==> config.mk <==
export PLATFORM = sky130hd
export DESIGN_NAME = router_port_reader
export DESIGN_NICKNAME = d
export VERILOG_FILES = /design/src/rtl/router_pkg.sv /design/src/rtl/router_reader_buf.sv /design/src/rtl/router_port_reader.sv
export SDC_FILE = /design/constraint.sdc
export NUM_CORES = 1
export LEC_CHECK = 0
export CORE_UTILIZATION = 51
export CTS_BUF_LIST = sky130_fd_sc_hd__clkbuf_2
export DETAILED_ROUTE_END_ITERATION = 12
export PLACE_DENSITY = 0.8
export SKIP_CTS_REPAIR_TIMING = 1
export SLEW_MARGIN = 10
export SYNTH_ARGS = -nofsm -noshare
export SYNTH_HDL_FRONTEND = slang
export SYNTH_SLANG_ARGS = --single-unit
==> constraint.sdc <==
create_clock -name clock -period 2.1 [get_ports clock]
set_clock_uncertainty 0.2 [all_clocks]
set_input_delay 0.42 -clock clock [delete_from_list [all_inputs] [get_ports clock]]
set_output_delay 0.42 -clock clock [all_outputs]
set_load 0.005 [all_outputs]
==> src/rtl/router_pkg.sv <==
// Shared definitions for the router port reader: header field layout,
// reader FSM states and router timing constants.
package router_pkg;

   // Header byte layout: {len[7:2], addr[1:0]}
   localparam int LEN_MSB  = 7;
   localparam int LEN_LSB  = 2;
   localparam int ADDR_MSB = 1;
   localparam int ADDR_LSB = 0;

   // Router soft-resets a port FIFO that is left unread this many cycles
   localparam int SOFT_RESET_CYCLES = 30;

   typedef enum logic [2:0] {
      IDLE     = 3'd0,
      HDR_WAIT = 3'd1,
      BODY     = 3'd2,
      ABORT    = 3'd3,
      DRAIN    = 3'd4
   } rd_state_e;

   function automatic logic [5:0] hdr_len(input logic [7:0] hdr);
      return hdr[LEN_MSB:LEN_LSB];
   endfunction

   function automatic logic [1:0] hdr_addr(input logic [7:0] hdr);
      return hdr[ADDR_MSB:ADDR_LSB];
   endfunction

endpackage

==> src/rtl/router_reader_buf.sv <==
// Two-entry output buffer for the port reader. Each entry carries
// {last, first, err, data}. Push and pop may share a cycle even when full.
module router_reader_buf #(
   parameter int W = 11
) (
   input  logic         clock,
   input  logic         resetn,
   input  logic         push,
   input  logic [W-1:0] wdata,
   input  logic         pop,
   output logic [W-1:0] rdata,
   output logic         full,
   output logic         empty,
   output logic [1:0]   count
);

   logic [1:0][W-1:0] mem_q;
   logic              wptr_q;
   logic              rptr_q;
   logic [1:0]        cnt_q;
   logic              do_push;
   logic              do_pop;

   assign do_pop  = pop & (cnt_q != 2'd0);
   assign do_push = push & ((cnt_q != 2'd2) | do_pop);

   assign rdata = mem_q[rptr_q];
   assign full  = (cnt_q == 2'd2);
   assign empty = (cnt_q == 2'd0);
   assign count = cnt_q;

   // Storage, pointers and occupancy
   always_ff @(posedge clock or negedge resetn) begin
      if (!resetn) begin
         mem_q  <= '0;
         wptr_q <= 1'b0;
         rptr_q <= 1'b0;
         cnt_q  <= 2'd0;
      end else begin
         if (do_push) begin
            mem_q[wptr_q] <= wdata;
            wptr_q        <= ~wptr_q;
         end
         if (do_pop)
            rptr_q <= ~rptr_q;
         case ({do_push, do_pop})
            2'b10:   cnt_q <= cnt_q + 2'd1;
            2'b01:   cnt_q <= cnt_q - 2'd1;
            default: cnt_q <= cnt_q;
         endcase
      end
   end

endmodule

==> src/rtl/router_port_reader.sv <==
// Destination-side reader for one router output port. Pops header,
// payload and parity from the port FIFO and re-emits them as a
// valid/ready byte stream with first/last/err markers.
// Optional: define ROUTER_READER_PARITY_CHECK_EN to check the parity byte.
module router_port_reader
   import router_pkg::*;
#(
   parameter int         DATA_W    = 8,
   parameter logic [1:0] PORT_ADDR = 2'b00,
   parameter int         STALL_MAX = 32,
   parameter int         CNT_W     = 16
) (
   input  logic              clock,
   input  logic              resetn,
   input  logic              vld_out,
   input  logic [DATA_W-1:0] data_out,
   output logic              read_enb,
   output logic [DATA_W-1:0] m_data,
   output logic              m_valid,
   input  logic              m_ready,
   output logic              m_first,
   output logic              m_last,
   output logic              m_err,
   output logic              busy,
   output logic [CNT_W-1:0]  pkt_cnt,
   output logic [7:0]        err_cnt
);

   localparam int BW = DATA_W + 3;
   localparam int SW = $clog2(STALL_MAX + 1);

   rd_state_e         state_q;
   logic [6:0]        rd_left_q;     // reads still to issue (len + parity)
   logic              rd_pend_q;     // a read issued last cycle returns now
   logic              last_pend_q;   // that returning read is the parity byte
   logic [SW-1:0]     stall_q;
   logic [1:0]        addr_q;
   logic [CNT_W-1:0]  pkt_cnt_q;
   logic [7:0]        err_cnt_q;

   logic              buf_push;
   logic [BW-1:0]     buf_wdata;
   logic              buf_pop;
   logic [BW-1:0]     buf_rdata;
   logic              buf_full;
   logic              buf_empty;
   logic [1:0]        buf_cnt;

   logic [7:0]        hdr;
   logic              can_rd;
   logic              addr_bad;
   logic              last_err;
   logic              acc_last;

   assign hdr = data_out[7:0];

   // One free slot must remain for every read still in flight
   assign can_rd = ({1'b0, buf_cnt} + {2'b00, rd_pend_q}) < 3'd2;

   // Reset gates the request so it drops immediately, not at the next edge
   assign read_enb = resetn & vld_out & can_rd &
                     ((state_q == IDLE) | ((state_q == BODY) & (rd_left_q != 7'd0)));

   assign addr_bad = (addr_q != PORT_ADDR);

`ifdef ROUTER_READER_PARITY_CHECK_EN
   logic [DATA_W-1:0] par_q;

   // Running XOR over header and payload; parity byte itself is excluded
   always_ff @(posedge clock or negedge resetn) begin
      if (!resetn)
         par_q <= '0;
      else if (state_q == HDR_WAIT)
         par_q <= data_out;
      else if (rd_pend_q && !last_pend_q)
         par_q <= par_q ^ data_out;
   end

   assign last_err = addr_bad | (par_q != data_out);
`else
   assign last_err = addr_bad;
`endif

   // Select what enters the buffer: header, returning byte, or abort marker
   always_comb begin
      buf_push  = 1'b0;
      buf_wdata = '0;
      if (state_q == HDR_WAIT) begin
         buf_push  = 1'b1;
         buf_wdata = {1'b0, 1'b1, 1'b0, data_out};
      end else if (rd_pend_q) begin
         buf_push  = 1'b1;
         buf_wdata = {last_pend_q, 1'b0, last_pend_q & last_err, data_out};
      end else if ((state_q == ABORT) && !buf_full) begin
         buf_push  = 1'b1;
         buf_wdata = {1'b1, 1'b0, 1'b1, {DATA_W{1'b0}}};
      end
   end

   router_reader_buf #(
      .W (BW)
   ) u_buf (
      .clock  (clock),
      .resetn (resetn),
      .push   (buf_push),
      .wdata  (buf_wdata),
      .pop    (buf_pop),
      .rdata  (buf_rdata),
      .full   (buf_full),
      .empty  (buf_empty),
      .count  (buf_cnt)
   );

   assign buf_pop  = m_ready & ~buf_empty;
   assign acc_last = buf_pop & buf_rdata[BW-1];

   assign m_valid = ~buf_empty;
   assign m_data  = buf_empty ? '0 : buf_rdata[DATA_W-1:0];
   assign m_err   = ~buf_empty & buf_rdata[DATA_W];
   assign m_first = ~buf_empty & buf_rdata[DATA_W+1];
   assign m_last  = ~buf_empty & buf_rdata[DATA_W+2];

   assign busy    = (state_q != IDLE);
   assign pkt_cnt = pkt_cnt_q;
   assign err_cnt = err_cnt_q;

   // Packet FSM with read bookkeeping, stall watchdog and packet counters
   always_ff @(posedge clock or negedge resetn) begin
      if (!resetn) begin
         state_q     <= IDLE;
         rd_left_q   <= 7'd0;
         rd_pend_q   <= 1'b0;
         last_pend_q <= 1'b0;
         stall_q     <= '0;
         addr_q      <= 2'b00;
         pkt_cnt_q   <= '0;
         err_cnt_q   <= 8'd0;
      end else begin
         rd_pend_q   <= read_enb;
         last_pend_q <= read_enb & (state_q == BODY) & (rd_left_q == 7'd1);
         case (state_q)
            IDLE: begin
               if (read_enb)
                  state_q <= HDR_WAIT;
            end
            HDR_WAIT: begin
               rd_left_q <= {1'b0, hdr_len(hdr)} + 7'd1;
               addr_q    <= hdr_addr(hdr);
               stall_q   <= '0;
               state_q   <= BODY;
            end
            BODY: begin
               if (read_enb) begin
                  rd_left_q <= rd_left_q - 7'd1;
                  stall_q   <= '0;
               end else if (!vld_out && (rd_left_q != 7'd0)) begin
                  stall_q <= stall_q + 1'b1;
                  if (stall_q + 1'b1 == SW'(STALL_MAX))
                     state_q <= ABORT;
               end
               if (rd_pend_q && last_pend_q)
                  state_q <= DRAIN;
            end
            ABORT: begin
               if (!rd_pend_q && !buf_full)
                  state_q <= DRAIN;
            end
            DRAIN: begin
               if (acc_last) begin
                  pkt_cnt_q <= pkt_cnt_q + 1'b1;
                  if (buf_rdata[DATA_W] && (err_cnt_q != 8'hFF))
                     err_cnt_q <= err_cnt_q + 8'd1;
                  state_q <= IDLE;
               end
            end
            default: state_q <= IDLE;
         endcase
      end
   end

endmodule

==> key figures <==
Floorplan
  • # IOs: 50
  • Die height: 87.25 microns
  • Die W: 87.25 microns
  • Site Rows: 30
  • Die area: 0.007612 sq mm
  • Core area: 0.006907 sq mm
  • Initial core utilization: 53.66%

Routing
  • Total number of vias: 3442
  • Starting DRT DRC Count: 164
  • DRC viols: 0
  • Post-Route WL: 11.33 mm
  • Antenna Nets Post-Route: 0
  • DRT Pass-1 Iters: 4
  • Vias per cell: 5.824
  • Wire per inst: 19.16 microns

Worst hold path
  • Hold_sp: resetn
  • Hold path depth: 5
  • Hold WC Path Type: primary input to flip-flop
  • Hold Path End: rd_pend_q

Global routing
  • Pin count of the biggest net entering global routing: 71
  • Initial antenna violation count: 0
  • Vias in the first global route: 2956
  • Overall Global Routing Usage: 23.17%
  • GRT overflow: 0
  • First-pass GRT wire length: 13.58 mm

Finish
  • Area of the multi-input gates: 0.002213 sq mm
  • Final cell count without fillers: 591
  • Antenna cells: 0
  • FF+latch area: 0.001760 sq mm
  • Nets: 510
  • Final Core Density: 81.03%
  • Post-route design area: 0.005597 sq mm
  • Layout cells sized above 1: 43.23%
  • P&R area growth vs syn: 51.01%
  • # fillers: 411

Clocking
  • Clock Tree Buf Depth: 2
  • H-Tree Depth: 3
  • # clock sinks: 70
  • Worst-path clk slew: 0.23 ns
  • Worst-Skew Late Latency: 0.52 ns
  • Num CTS Buffers: 9
  • Clock root buffer: clkbuf_2
  • CTS tree: yes

Timing
  • WHS: 0.3166 ns
  • Min cycle time layout: 2.533 ns
  • Setup ws final: -0.4331 ns
  • Tcrit/Tclk final: 120.6%
  • Slew headroom: 41.68%
  • Final setup violation count: 60
  • Slew Limit Fails: 0
  • Fmax: 394.8 MHz
  • Tightest Pin Transition: 0.8748 ns
  • Final hold viol count: 0
  • RSZ-0062 raised after global routing: yes

Synth
  • FF+latch count, synth: 70
  • Post-synth top flop: dfrtp_1
  • Yosys warnings: 0
  • Synth Instances: 344
  • Xor and xnor area share after synthesis: 7.090%
  • Post-synthesis average cell area: 10.77 sq um
  • Synthesized area: 0.003706 sq mm
  • Post-synth EDFFs: 0
  • Post-Syn Nets: 364
  • Combinational family with the most area after synthesis: simple AND/OR/NAND/NOR gates
  • Multiplexer share of the synthesized area: 11.78%
  • Ys async rst share: 100.0%
  • Synth Area in Compound Gates: 9.689%
  • Distinct cells, synth: 56
  • Post-synthesis sequential area ratio: 47.27%
  • Adder-cell area share of the yosys netlist: 2.701%
  • Synth Area in Simple Gates: 18.87%

Place
  • Input/output buffers: 49
  • Gpl congestion: 0.9093
  • Inst Count DP: 521
  • DP Area: 0.004612 sq mm
  • Post-DP HPWL: 5.886 mm

Critical path
  • Startpoint Class: flip-flop
  • Crit path DAT: 1.91 ns
  • CP Max Fanout: 5
  • R2R Path Start: state_q[1]
  • CP Capture Type: output pin
  • Flop-to-flop setup slack: -0.39 ns
  • Crit path kind: flip-flop to output pin
  • CP startpoint: state_q[1]
  • R2R depth: 6
  • WP data required: 1.48 ns
  • Worst R2R End: err_cnt[3]

Run status
  • Failing checks: negative setup slack
  • Outcome: finished with violations

Power
  • Max VDD drop: 0.3666 mV
  • Pwr per Cell Area: 583.2 mW/mm^2
  • Leak Pwr: 2.880 nW

Run
  • MaxCap Viol Count: 0
[report_power, final]
group	switching [W]	total (W)	internal [W]
Combinational	0.000425	0.00101	0.000586
Clock	0.000542	0.000821	0.000279
Sequential	0.0000444	0.00143	0.00139
Total	0.00101	0.00326	0.00225
[logic make-up (layout without fill, tap and decap cells)]
family          Yosys count  count (layout)
flops                    70              70
compound gates           52              52
fa+ha+maj                 8               8
simple gates            122             122
buf+inv                  22             173
mux                      40              40
xor+xnor                 30              30
[worst max-delay path, stage by stage (launching register included)]
cell and delay [ns]:
dfrtp_1 0.45, buf_6 0.13, or3_4 0.39, buf_6 0.13, a21oi_4 0.15, clkbuf_2 0.13
[cell usage after synthesis, types with 2 or more instances]
library cell | number | area [sq um]
xor2_1 | 11 | 96.34
dfrtp_1 | 70 | 1752
nand2b_1 | 2 | 12.51
or3b_2 | 2 | 17.52
a22o_1 | 3 | 26.28
nor3b_1 | 4 | 30.03
nor4b_1 | 2 | 17.52
or4_1 | 3 | 22.52
nor2b_1 | 3 | 18.77
and4_1 | 3 | 26.28
o211ai_1 | 6 | 45.04
nor4_2 | 3 | 37.54
ha_1 | 8 | 100.1
buf_2 | 5 | 25.02
mux2i_1 | 11 | 110.1
nor2_1 | 19 | 71.32
mux2_2 | 28 | 315.3
a2bb2oi_1 | 2 | 17.52
clkbuf_1 | 6 | 22.52
a31oi_1 | 3 | 18.77
o21a_1 | 3 | 22.52
inv_1 | 8 | 30.03
or3_1 | 3 | 18.77
o21ai_0 | 7 | 35.03
nand4_1 | 9 | 56.30
and3_1 | 4 | 25.02
nand3_1 | 19 | 95.09
nand2_1 | 18 | 67.56
a211oi_1 | 2 | 15.01
and2_1 | 10 | 62.56
and3b_1 | 2 | 17.52
nor3_1 | 10 | 50.05
buf_1 | 2 | 7.510
a21oi_1 | 12 | 60.06
xnor2_1 | 19 | 166.4
o32ai_1 | 2 | 17.52
[metal layers]
layer	global-route usage [%]	vias to the layer above	wire, microns
met1	29.41	1730	4469
met3	3.602	42	528
met2	39.20	131	5918
met4	10.13	0	408
li1	-	1539	-
met5	0	-	0
[metrics by stage]
stage / setup TNS (ns) / total power (W) / setup slack, ns
6_report: -9.139 / 0.003264 / -0.4331
5_1_grt: -12.31 / 0.003373 / -0.4747
4_1_cts: -12.81 / 0.002738 / -0.9195
3_5_place_dp: -10.12 / 0.001952 / -0.3754
3_3_place_gp: -9.092 / 0.001932 / -0.3195
2_1_floorplan: -0.1426 / 0.001713 / -0.09494
[cell type report]
cell class,instances,share of cell area (%)
multi-input cells,252,39.55
flip-flops and latches,70,31.46
repair buffers,149,24.19
well taps,96,2.146
clock inverters,7,1.319
clock buffers,9,0.8048
inverters,8,0.5366
[sequential cells by signal, summed over array words and instances, names as in the netlist, 2 cells and up]
| signal | cells |
|---|---|
| err_cnt | 8 |
| state_q | 3 |
| rd_left_q | 7 |
| addr_q | 2 |
| u_buf.mem_q | 22 |
| pkt_cnt | 16 |
| u_buf.count | 2 |
| stall_q | 6 |
[worst max-delay path by stage]
| stage | end | slack, ns |
|---|---|---|
| 2_1_floorplan | err_cnt[6] | -0.09 |
| 4_1_cts | read_enb | -0.92 |
| 3_5_place_dp | pkt_cnt[15] | -0.38 |
| 3_3_place_gp | err_cnt[6] | -0.32 |
| 6_report | read_enb | -0.43 |
| 5_1_grt | read_enb | -0.47 |
[cells in the final DEF (no fill, tap or decap), drive strengths merged, types with 4 or more instances in the layout]
cell type,netlist,routed
nand3,19,19
clkbuf,6,16
dfrtp,70,70
and3,4,4
nor4,4,4
buf,8,105
nand2,18,18
a21oi,12,12
nor3b,4,4
and2,10,10
nor3,10,10
nor2,20,20
o211ai,6,6
ha,8,8
xor2,11,11
clkdlybuf4s50,0,20
mux2i,11,11
nand4,9,9
xnor2,19,19
mux2,29,29
clkinv,0,4
o21ai,8,8
inv,8,9
dlymetal6s2s,0,16
Note: power is estimated with default switching activity, not from simulation.
